--- src/rtl/add64_seq.sv ---
// add64_seq: 64-bit adder/subtractor built from a single 16-bit ripple-carry
// slice reused over four cycles, low slice first. A carry register links the
// slices. The block pulses done for one cycle when the full result is ready.

// carry_ripple_adder_16bit: plain 16-bit ripple-carry adder made of full-adder
// cells. This is the only wide adder in the design.
module carry_ripple_adder_16bit (
  input  logic [15:0] a,
  input  logic [15:0] b,
  input  logic        cin,
  output logic [15:0] sum,
  output logic        cout
);

  logic [16:0] c;

  assign c[0] = cin;

  // One full-adder cell per bit; the carry ripples from bit 0 up to bit 15.
  for (genvar i = 0; i < 16; i++) begin : g_fa
    assign sum[i]   = a[i] ^ b[i] ^ c[i];
    assign c[i + 1] = (a[i] & b[i]) | (c[i] & (a[i] ^ b[i]));
  end

  assign cout = c[16];

endmodule

module add64_seq (
  input  logic        clk,
  input  logic        rst,
  input  logic        start,
  input  logic        sub,
  input  logic [63:0] a,
  input  logic [63:0] b,
  output logic        ready,
  output logic        done,
  output logic [63:0] sum,
  output logic        cout,
  output logic        ovf
);

  typedef enum logic [1:0] {
    S_IDLE = 2'd0,
    S_RUN  = 2'd1,
    S_DONE = 2'd2
  } state_t;

  state_t      state;
  state_t      state_nx;

  logic [1:0]  idx;
  logic [63:0] a_r;
  logic [63:0] b_r;
  logic        c_r;

  logic        accept;
  logic        last_slice;

  logic [15:0] sl_a;
  logic [15:0] sl_b;
  logic [15:0] sl_sum;
  logic        sl_cout;

  // Handshake outputs come straight from the state register, so there is no
  // combinational path from start to ready or done.
  assign ready      = (state != S_RUN);
  assign done       = (state == S_DONE);
  assign accept     = start && ready;
  assign last_slice = (state == S_RUN) && (idx == 2'd3);

  // Operand slice mux: select the 16-bit slice of each latched operand.
  always_comb begin
    sl_a = '0;
    sl_b = '0;
    case (idx)
      2'd0: begin sl_a = a_r[15:0];  sl_b = b_r[15:0];  end
      2'd1: begin sl_a = a_r[31:16]; sl_b = b_r[31:16]; end
      2'd2: begin sl_a = a_r[47:32]; sl_b = b_r[47:32]; end
      default: begin sl_a = a_r[63:48]; sl_b = b_r[63:48]; end
    endcase
  end

  carry_ripple_adder_16bit u_slice (
    .a    (sl_a),
    .b    (sl_b),
    .cin  (c_r),
    .sum  (sl_sum),
    .cout (sl_cout)
  );

  // State register with synchronous reset.
  always_ff @(posedge clk) begin
    if (rst) begin
      state <= S_IDLE;
    end else begin
      state <= state_nx;
    end
  end

  // Next-state logic: DONE accepts a new start just like IDLE.
  always_comb begin
    state_nx = state;
    case (state)
      S_IDLE: if (start) state_nx = S_RUN;
      S_RUN:  if (idx == 2'd3) state_nx = S_DONE;
      S_DONE: state_nx = start ? S_RUN : S_IDLE;
      default: state_nx = S_IDLE;
    endcase
  end

  // Operand latch, slice index and carry chain register.
  // Subtraction is a + ~b + 1: the operand is inverted at accept time and the
  // +1 enters as the initial carry-in.
  always_ff @(posedge clk) begin
    if (rst) begin
      a_r <= '0;
      b_r <= '0;
      c_r <= 1'b0;
      idx <= 2'd0;
    end else if (accept) begin
      a_r <= a;
      b_r <= sub ? ~b : b;
      c_r <= sub;
      idx <= 2'd0;
    end else if (state == S_RUN) begin
      c_r <= sl_cout;
      idx <= idx + 2'd1;
    end
  end

  // Result registers: sum is written slice by slice; cout and ovf only change
  // at the last slice, so all three hold from DONE until the next operation.
  always_ff @(posedge clk) begin
    if (rst) begin
      sum  <= '0;
      cout <= 1'b0;
      ovf  <= 1'b0;
    end else if (state == S_RUN) begin
      sum[{idx, 4'b0000} +: 16] <= sl_sum;
      if (last_slice) begin
        cout <= sl_cout;
        ovf  <= (a_r[63] == b_r[63]) && (sl_sum[15] != a_r[63]);
      end
    end
  end

endmodule

--- config.mk ---
export PLATFORM = sky130hd
export DESIGN_NAME = add64_seq
export DESIGN_NICKNAME = d
export VERILOG_FILES = /design/src/rtl/add64_seq.sv
export SDC_FILE = /design/constraint.sdc
export NUM_CORES = 1
export LEC_CHECK = 0
export CAP_MARGIN = 20
export CELL_PAD_IN_SITES_DETAIL_PLACEMENT = 1
export CELL_PAD_IN_SITES_GLOBAL_PLACEMENT = 2
export CORE_UTILIZATION = 30
export DETAILED_ROUTE_END_ITERATION = 10
export PLACE_DENSITY = 0.85
export SYNTH_ARGS = -nofsm -noshare
export SYNTH_HDL_FRONTEND = slang
export SYNTH_SLANG_ARGS = --single-unit
export TNS_END_PERCENT = 100
--- constraint.sdc ---
create_clock -name clk -period 12.1 [get_ports clk]
set_input_delay 2.42 -clock clk [delete_from_list [all_inputs] [get_ports clk]]
set_output_delay 2.42 -clock clk [all_outputs]
set_load 0.005 [all_outputs]
* Word-level counts from Yosys, hierarchy flattened
Cells that the tools add are included.
Operators by class: add/sub/neg operators 2, equal/unequal tests 10, shift operators 2, mux-type cells 10, bitwise operators 81, reductions and logical operators 9
Operators with widths (number):
- 16-bit one-hot mux with 3 select lines | 2
- 64-bit bitwise mux | 1
- 64-bit two-way mux | 1
- 64-bit NOT | 1
- 16-bit by 8-bit variable shift with 64-bit output, first input constant | 1
- 16-bit by 8-bit indexed part select with 64-bit output | 1
- 1-bit bitwise AND | 32
- 1-bit XOR | 32
- 1-bit OR | 16
- 6-bit negation with 8-bit output | 1
- 2-bit equality test, second input constant | 3
- 2-bit one-hot mux with 3 select lines | 1
- 2-bit by 1-bit equality test with 1-bit output, second input constant | 2
- 2-bit logical NOT | 2
- 2-bit two-way mux | 2
- 2-bit != test, second input constant | 2
- 2-bit AND reduction | 2
- 1-bit logical AND | 3
- 1-bit two-way mux | 3
- 2-bit by 1-bit adder with 2-bit output, second input constant | 1
- 2-bit by 1-bit != test with 1-bit output, second input constant | 1
- 2-bit nonzero test | 1
- 2-bit OR reduction | 1
- 1-bit equality test | 1
- 1-bit != test | 1
Storage, ports and cells: bits in registers 199, input bits 132, output and inout port bits 68, word-level logic and storage cells 122

* Longest topological paths before layout
Gate-level depths: netlist (run 1).
depth after elaboration 37, gate-level depth with buffers 26, gate-level depth less buffers 24

* Cells and area by module
From an unflattened synthesis (run 1), not the netlist that was laid out.
Second synthesis, totals: cells, all modules 970, area, all modules 8986.1 sq um
Modules (own cells, without submodules):
- add64_seq | instances 1, cells each 944, area an instance 8628.3 sq um, seq. area each 3983.8 sq um
- carry_ripple_adder_16bit | instances 1, cells each 26, area an instance 357.8 sq um, seq. area each 0.0 sq um

* Least setup slack after synthesis (run 1)
Ideal clock, no wire load.
path type flip-flop to flip-flop, start reg idx[0], end reg ovf, setup time 0.086 ns, data arrival time 8.530 ns, slack 3.485 ns, stages on the path, launching flop included 27, path buffers 2, path through dfxtp_1 -> inv_1 -> ha_1 -> buf_4 -> clkbuf_1 -> a222oi_1 -> a21oi_1 -> fa_1 -> fa_1 -> inv_1 -> fa_1 -> inv_1 -> fa_1 -> fa_1 -> fa_1 -> fa_1 -> fa_1 -> fa_1 -> fa_1 -> fa_1 -> fa_1 -> fa_1 -> fa_1 -> fa_1 -> fa_1 -> or3_1 -> a211oi_1
Between the ends: word-level cells in the longest chain between the ends 36
RTL lines:
- from (decl) | RTL line 52 | logic [1:0] idx;
- from (signal assigned) | RTL line 128 | idx <= idx + 2'd1;
- 2-bit equality test, or another cell as far along | RTL line 76 | case (idx)
- 16-bit one-hot mux with 3 select lines | RTL line 76
- 1-bit XOR | RTL line 22 | assign c[i + 1] = (a[i] & b[i]) | (c[i] & (a[i] ^ b[i]));
- 1-bit bitwise AND | RTL line 22
- 1-bit OR | RTL line 22
- 1-bit bitwise AND | RTL line 22
- 1-bit OR | RTL line 22
- 1-bit bitwise AND | RTL line 22
- [20 not listed]
- 1-bit OR | RTL line 22
- 1-bit bitwise AND | RTL line 22
- 1-bit OR | RTL line 22
- 1-bit bitwise AND | RTL line 22
- 1-bit OR | RTL line 22
- 1-bit XOR | RTL line 21 | assign sum[i] = a[i] ^ b[i] ^ c[i];
- 1-bit != test | RTL line 143 | ovf <= (a_r[63] == b_r[63]) && (sl_sum[15] != a_r[63]);
- 1-bit logical AND | RTL line 143
- to (signal assigned) | RTL line 143
- to (decl) | RTL line 40 | output logic ovf
Several ways; a longest one is shown, not always the timed one. A chain may end at the register's enable or synchronous reset.

* Final worst setup path (run 1)
Ends and elaborated chain as after synthesis.

==> results of run 1 <==
==> per-stage QoR <==
step | hold slack [ns] | instances | setup slack [ns] | util | total power, mW
after floorplan | 0.448 | 965 | 3.48 | - | 0.880
after global placement | 0.439 | 1452 | 2.95 | 0.378 | 0.998
after detailed placement | 0.445 | 1452 | 2.86 | 0.378 | 1.00
after CTS | 0.456 | 1484 | 2.79 | 0.399 | 1.57
after global routing | 0.476 | 1484 | 2.33 | 0.399 | 1.62
final | 0.453 | 1484 | 2.79 | 0.399 | 1.56
==> kinds of logic (layout without fill, tap and decap cells) <==
kind of cell             after synthesis  after routing  synth area share
flip-flops                           199            199             0.455
AND/OR/NAND/NOR                      167            167            0.0910
AO/OA/AOI/OAI                        391            391             0.283
multiplexers                           3              3           0.00343
adder cells (fa/ha/maj)               21             21            0.0437
XOR/XNOR                              64             64            0.0640
buffers and inverters                120            255            0.0597
==> cells in the mapped netlist (all sizes together), types with 16 or more instances <==
cell type	n
a211oi	66
a21oi	178
a222oi	32
a22o	16
a32o	16
buf	41
clkbuf	68
dfxtp	199
fa	16
nand2	22
nand3	84
nor2	48
o21ai	66
xnor2	64
==> state kept, by name, summed over array words and instances, names as in the netlist <==
name and cells:
state 2, ovf 1, cout 1, b_r 64, sum 64, idx 2, c_r 1, a_r 64
==> layer usage <==
layer / GRT usage / share of wire / vias up
li1: - / - / 3802
met1: 0.275 / 0.46 / 3910
met2: 0.335 / 0.47 / 245
met3: 0.0347 / 0.052 / 30
met4: 0.0542 / 0.014 / 0
met5: 0 / 0 / -
==> power by group through the flow <==
stage               combinational, mW  sequential [mW]  clock, mW
floorplan                       0.159            0.721          0
detailed placement              0.271            0.732          0
finish                          0.271            0.718      0.569
CTS                             0.272            0.717      0.579
global route                    0.295            0.721      0.603
global placement                0.266            0.732          0
==> final cells by class <==
type,instances,area [µm²],area share
multi-input cells,646,4270,0.373
flip-flops and latches,199,3980,0.348
repair buffers,212,2080,0.182
well taps,384,480,0.0419
clock buffers,18,439,0.0383
clock inverters,14,151,0.0132
inverters,11,43.8,0.00382
==> worst max-delay path: cells and delay by family (launching register included) <==
kind	cells	cell delay (ns)
buf+inv	4	0.60
fa+ha+maj	17	7.10
simple gates	1	0.34
flops	1	0.47
compound gates	3	0.70
==> final timing paths <==
kind                              from  endpoint  slack [ns]  depth (start not counted)
worst max-delay path            idx[0]       ovf        2.79                         25
worst min register to register  sum[2]    sum[2]        0.45                          2
worst min-delay path            sum[2]    sum[2]        0.45                          2
worst max register to register  idx[0]       ovf        2.79                         25
==> flow_summary_export.csv, run 1 <==
group,metric,value,unit
run_status,status,"finished clean",
yosys,synth_area_per_cell,9.08,µm²
yosys,synth_edf_count,0,
timing,timing.final.crit_share,0.769,
placed_design,postPlaceCellArea,10900,µm²
setup_path,slowest_delay,0.59,ns
setup_path,worst_setup_path_start_kind,"flip-flop",
timing,finalHoldViolations,0,
pwr,seqPwrFrac,0.461,
routing,ant_nets,0,
timing,clock-skew-final,0.0143,ns
timing,rsz0062_at_grt,"no",
pwr,combPwrFrac,0.174,
cells_and_area,layout.cells.most_common,"dfxtp_1",
yosys,yosys_most_used_dff,"dfxtp_1",
setup_path,path_class,"flip-flop to flip-flop",
clock_tree,root_buffer,"clkbuf_16",
grt,overflow,0,
yosys,synth-async-reset-ratio,0,
setup_path,crit_path_end_kind,"flip-flop",
setup_path,critPathRequiredTime,12.45,ns
routing,viasPerCell,5.38,
pwr,p_sw,467,µW
clock_tree,htreeDepth,4,
floorplanning,pin_count,200,
clock_tree,clockBufferDepth,2,
cells_and_area,drive_gt1_frac,0.0500,
routing,drt_iter0_drc,814,
floorplanning,die-area,29900,µm²
grt,grt_pass1_wl,47.3,mm
routing,drc,0,
pwr,p_clk_frac,0.365,
yosys,netlist-cell-type-count,35,
timing,setup_tns,0,ns
clock_tree,clkTransAtPathRegs,0.07,ns
yosys,syn_nets,1118,
timing,setup_viol,0,
pwr,leakage,3.97,nW
clock_tree,cts_setup_buffers,0,
yosys,synthCells,965,
floorplanning,initial_utilization,0.305,
floorplanning,fp-row-count,62,
yosys,yosys-top-cells-area,"dfxtp_1 (45%), a21oi_1 (10%), xnor2_1 (6.4%)",
timing,max_freq,107,MHz
grt,grt_max_degree,94,
cells_and_area,finalNetCount,1240,
routing,vias,7987,
run,cap_violations,0,
hold_path,worstHoldPathType,"flip-flop to flip-flop",
clock_tree,cts_buffers,17,
clock_tree,numClockSinks,199,
yosys,ys_seq_area_frac,0.455,
grt,grt_pass1_vias,8144,
yosys,ys.warnings.count,0,
clock_tree,cts_tree,"done",
setup_path,critPathArrivalTime,9.66,ns
placed_design,place_congestion,0.806,
pwr,ir_worst_vdd,0.107,mV
cells_and_area,area_growth,30.7,%
grt,antenna_found_initial,0,
grt,track_usage,0.203,
placed_design,hpwl,21.3,mm
setup_path,crit_fanout,25,
setup_path,crit_slowest_cell,"fa_1",
floorplanning,core-area,28700,µm²
pwr,sw_frac_of_total,0.300,
yosys,syn_area,8760,µm²
clock_tree,postCtsHoldBufs,0,
pwr,internal_power,1.09,mW
cells_and_area,final_area,11500,µm²
yosys,synth_top_cell_area_share,0.455,
routing,wl,30.6,mm
floorplanning,die_w,173,µm
timing,slew_violations,0,
yosys,yosysTopAreaCell,"dfxtp_1",
clock_tree,clk_latency,0.45,ns
timing,relSlewSlack,0.323,
placed_design,io_buffers,199,
clock_tree,cts_resized,0,
routing,wire_per_inst,20.6,µm
setup_path,cp_common_cell,"fa_1",
yosys,ys_ff_latch,199,
cells_and_area,layout_common_cells,"dfxtp_1 (199), clkdlybuf4s50_1 (196), a21oi_1 (178)",
cells_and_area,diodes,0,
floorplanning,die_h,173,µm
timing,fin_crit,9.31,ns
pwr,powerDensity,136,nW/µm²
timing,tightest_slew,1.02,ns
cells_and_area,fillCellCount,3290,
routing,dr.pass1.iters,9,
No activity file was read; power rests on OpenSTA's default activity.
==> run 2, diff against run 1 <==
CORE_UTILIZATION = 27   (was 30)
PLACE_DENSITY = 0.81   (was 0.85)
clock period = 7.6 ns   (was 12.1 ns; I/O delays follow)
==> flow_summary_export.csv, run 2 (synthesis results as in run 1) <==
group,metric,value,unit
routing,dr.pass1.iters,9,
setup_path,path_class,"flip-flop to flip-flop",
cells_and_area,diodes,0,
clock_tree,clkTransAtPathRegs,0.08,ns
setup_path,crit_path_end_kind,"flip-flop",
timing,timing.final.crit_share,0.994,
clock_tree,cts_buffers,17,
timing,slew_violations,0,
timing,fin_crit,7.55,ns
timing,relSlewSlack,0.345,
routing,highest_layer,"met4",
grt,grt_pass1_vias,7971,
placed_design,hpwl,22.3,mm
cells_and_area,finish.utilization,0.369,
hold_path,hp-start,"sum[15]",
cells_and_area,layout.cells.most_common,"dfxtp_1",
timing,setup_viol,0,
setup_path,critPathArrivalTime,7.92,ns
setup_path,worst_setup_path_start_kind,"flip-flop",
cells_and_area,area_growth,33.5,%
pwr,leakage,4.01,nW
hold_path,worstHoldPathType,"flip-flop to flip-flop",
cells_and_area,fillCellCount,3593,
floorplanning,die_w,182,µm
cells_and_area,reg_top3,"a_r (64), b_r (64), sum (64)",
routing,vias,8033,
cells_and_area,finalNetCount,1251,
timing,timing.hold.ws,0.456,ns
routing,drt-met1-wl,14.5,mm
timing,clock-skew-final,0.0190,ns
timing,rsz0062_at_grt,"yes",
pwr,powerDensity,218,nW/µm²
placed_design,place_congestion,0.828,
grt,antenna_found_initial,0,
routing,drc,0,
routing,dr_wl_met2,14.2,mm
setup_path,slowest_delay,0.47,ns
timing,max_freq,132,MHz
clock_tree,root_buffer,"clkbuf_16",
setup_path,crit_buf_inv,3,
setup_path,timing.rr.start,"idx[1]",
timing,tightest_slew,0.975,ns
clock_tree,numClockSinks,199,
routing,viasPerCell,5.31,
routing,wl_met3,2.01,mm
setup_path,crit_family,"adder cells",
floorplanning,pin_count,200,
floorplanning,die_h,182,µm
clock_tree,htreeDepth,4,
grt,grt_max_degree,87,
clock_tree,clockBufferDepth,2,
placed_design,place_inst,1480,
timing,fin_ws,0.0476,ns
cells_and_area,fin_cells,1513,
clock_tree,clk_latency,0.45,ns
setup_path,cp-startpoint,"idx[1]",
setup_path,crit_fanout,4,
setup_path,cp_common_cell,"fa_2",
placed_design,dpl_worst_slack,-0.0774,ns
placed_design,io_buffers,199,
floorplanning,die-area,33200,µm²
run,cap_violations,0,
cells_and_area,layout_common_cells,"dfxtp_1 (197), clkdlybuf4s50_1 (196), a21oi_1 (178)",
timing,setup_tns,0,ns
timing,finalHoldViolations,0,
routing,wire_per_inst,20.6,µm
setup_path,critPathRequiredTime,7.97,ns
grt,track_usage,0.187,
floorplanning,initial_utilization,0.276,
routing,drt_iter0_drc,901,
floorplanning,fp-row-count,65,
clock_tree,cts_tree,"done",
setup_path,crit_slowest_cell,"fa_1",
routing,wl,31.2,mm
floorplanning,core-area,31700,µm²
setup_path,crit_chain,"inv_4, ha_4, a222oi_1, a21oi_1, fa_2, fa_2, inv_2, fa_2, inv_2, fa_2, fa_2, fa_2, fa_2, fa_2, fa_2, fa_2, fa_2, fa_2, fa_2, fa_2, fa_2, fa_1, or3_1, a211oi_2",
grt,overflow,0,
routing,ant_nets,0,
run_status,status,"finished clean",
cells_and_area,drive_gt1_frac,0.0819,
grt,grt_pass1_wl,47.6,mm
pwr,ir_worst_vdd,0.173,mV
## run 2: cell types whose count changed in the layout (fill, tap and decap cells not counted), sizes merged
cell | before | now
buf | 16 | 27
inv | 18 | 16
bufinv | 0 | 1
clkbuf | 18 | 17
clkinv | 7 | 8
clkinvlp | 0 | 1
## run 2: final timing paths
kind	endpoint	slack [ns]	cells past startpoint
hold / removal	sum[15]	0.46	2
setup / recovery	ovf	0.05	24
setup reg to reg	ovf	0.05	24
hold reg to reg	sum[15]	0.46	2
## run 2: power breakdown
| part | internal, mW | switching (mW) | total [mW] |
|---|---|---|---|
| clock network | 0.480 | 0.473 | 0.953 |
| registers | 1.10 | 0.0403 | 1.14 |
| logic | 0.197 | 0.253 | 0.450 |
## run 2: final cells by class
| type | count | area, µm² | share of cell area |
|---|---|---|---|
| Multi-Input combinational cell | 646 | 4350 | 0.372 |
| Sequential cell | 199 | 3990 | 0.341 |
| Timing Repair Buffer | 223 | 2170 | 0.185 |
| Tap cell | 402 | 503 | 0.0430 |
| Clock buffer | 17 | 425 | 0.0364 |
| Clock inverter | 15 | 204 | 0.0174 |
| Inverter | 11 | 48.8 | 0.00417 |
## run 2: per-stage QoR
stage | power [mW] | instance area [µm²]
finish | 2.54 | 11700
global route | 2.66 | 11700
CTS | 2.56 | 11700
detailed placement | 1.61 | 11000
global placement | 1.61 | 11000
floorplan | 1.41 | 8840
## run 2: worst reg2reg max path: stages, from the launching register on
cell and delay, ns:
dfxtp_4 0.39, inv_4 0.05, ha_4 0.16, a222oi_1 0.35, a21oi_1 0.15, fa_2 0.40, fa_2 0.34, inv_2 0.07
fa_2 0.18, inv_2 0.04, fa_2 0.34, fa_2 0.38, fa_2 0.35, fa_2 0.35, fa_2 0.35, fa_2 0.37
fa_2 0.35, fa_2 0.35, fa_2 0.36, fa_2 0.35, fa_2 0.36, fa_2 0.35, fa_1 0.47, or3_1 0.41
a211oi_2 0.21
## run 2: routing by layer
| layer | track usage | vias to the layer above |
|---|---|---|
| met5 | 0 | - |
| met4 | 0.0477 | 0 |
| met3 | 0.0375 | 27 |
| met2 | 0.290 | 274 |
| met1 | 0.263 | 3911 |
| li1 | - | 3821 |
## run 2: repair_timing
| action | 4_1_cts | 5_1_grt |
|---|---|---|
| hold buffers | 0 | 0 |
| gates cloned | 0 | 0 |
| pin swaps | 8 | 11 |
| hold endpoints to repair | 0 | 0 |
| setup buffers | 1 | 0 |
| endpoints found under the setup margin | 1 | 5 |
| resized for setup | 3 | 5 |
==> run 3, diff against run 2 <==
CTS_BUF_LIST = sky130_fd_sc_hd__clkbuf_16   (was unset)
==> results of run 3 <==
No change in the layout: final DEF, timing and power equal those of run 2.
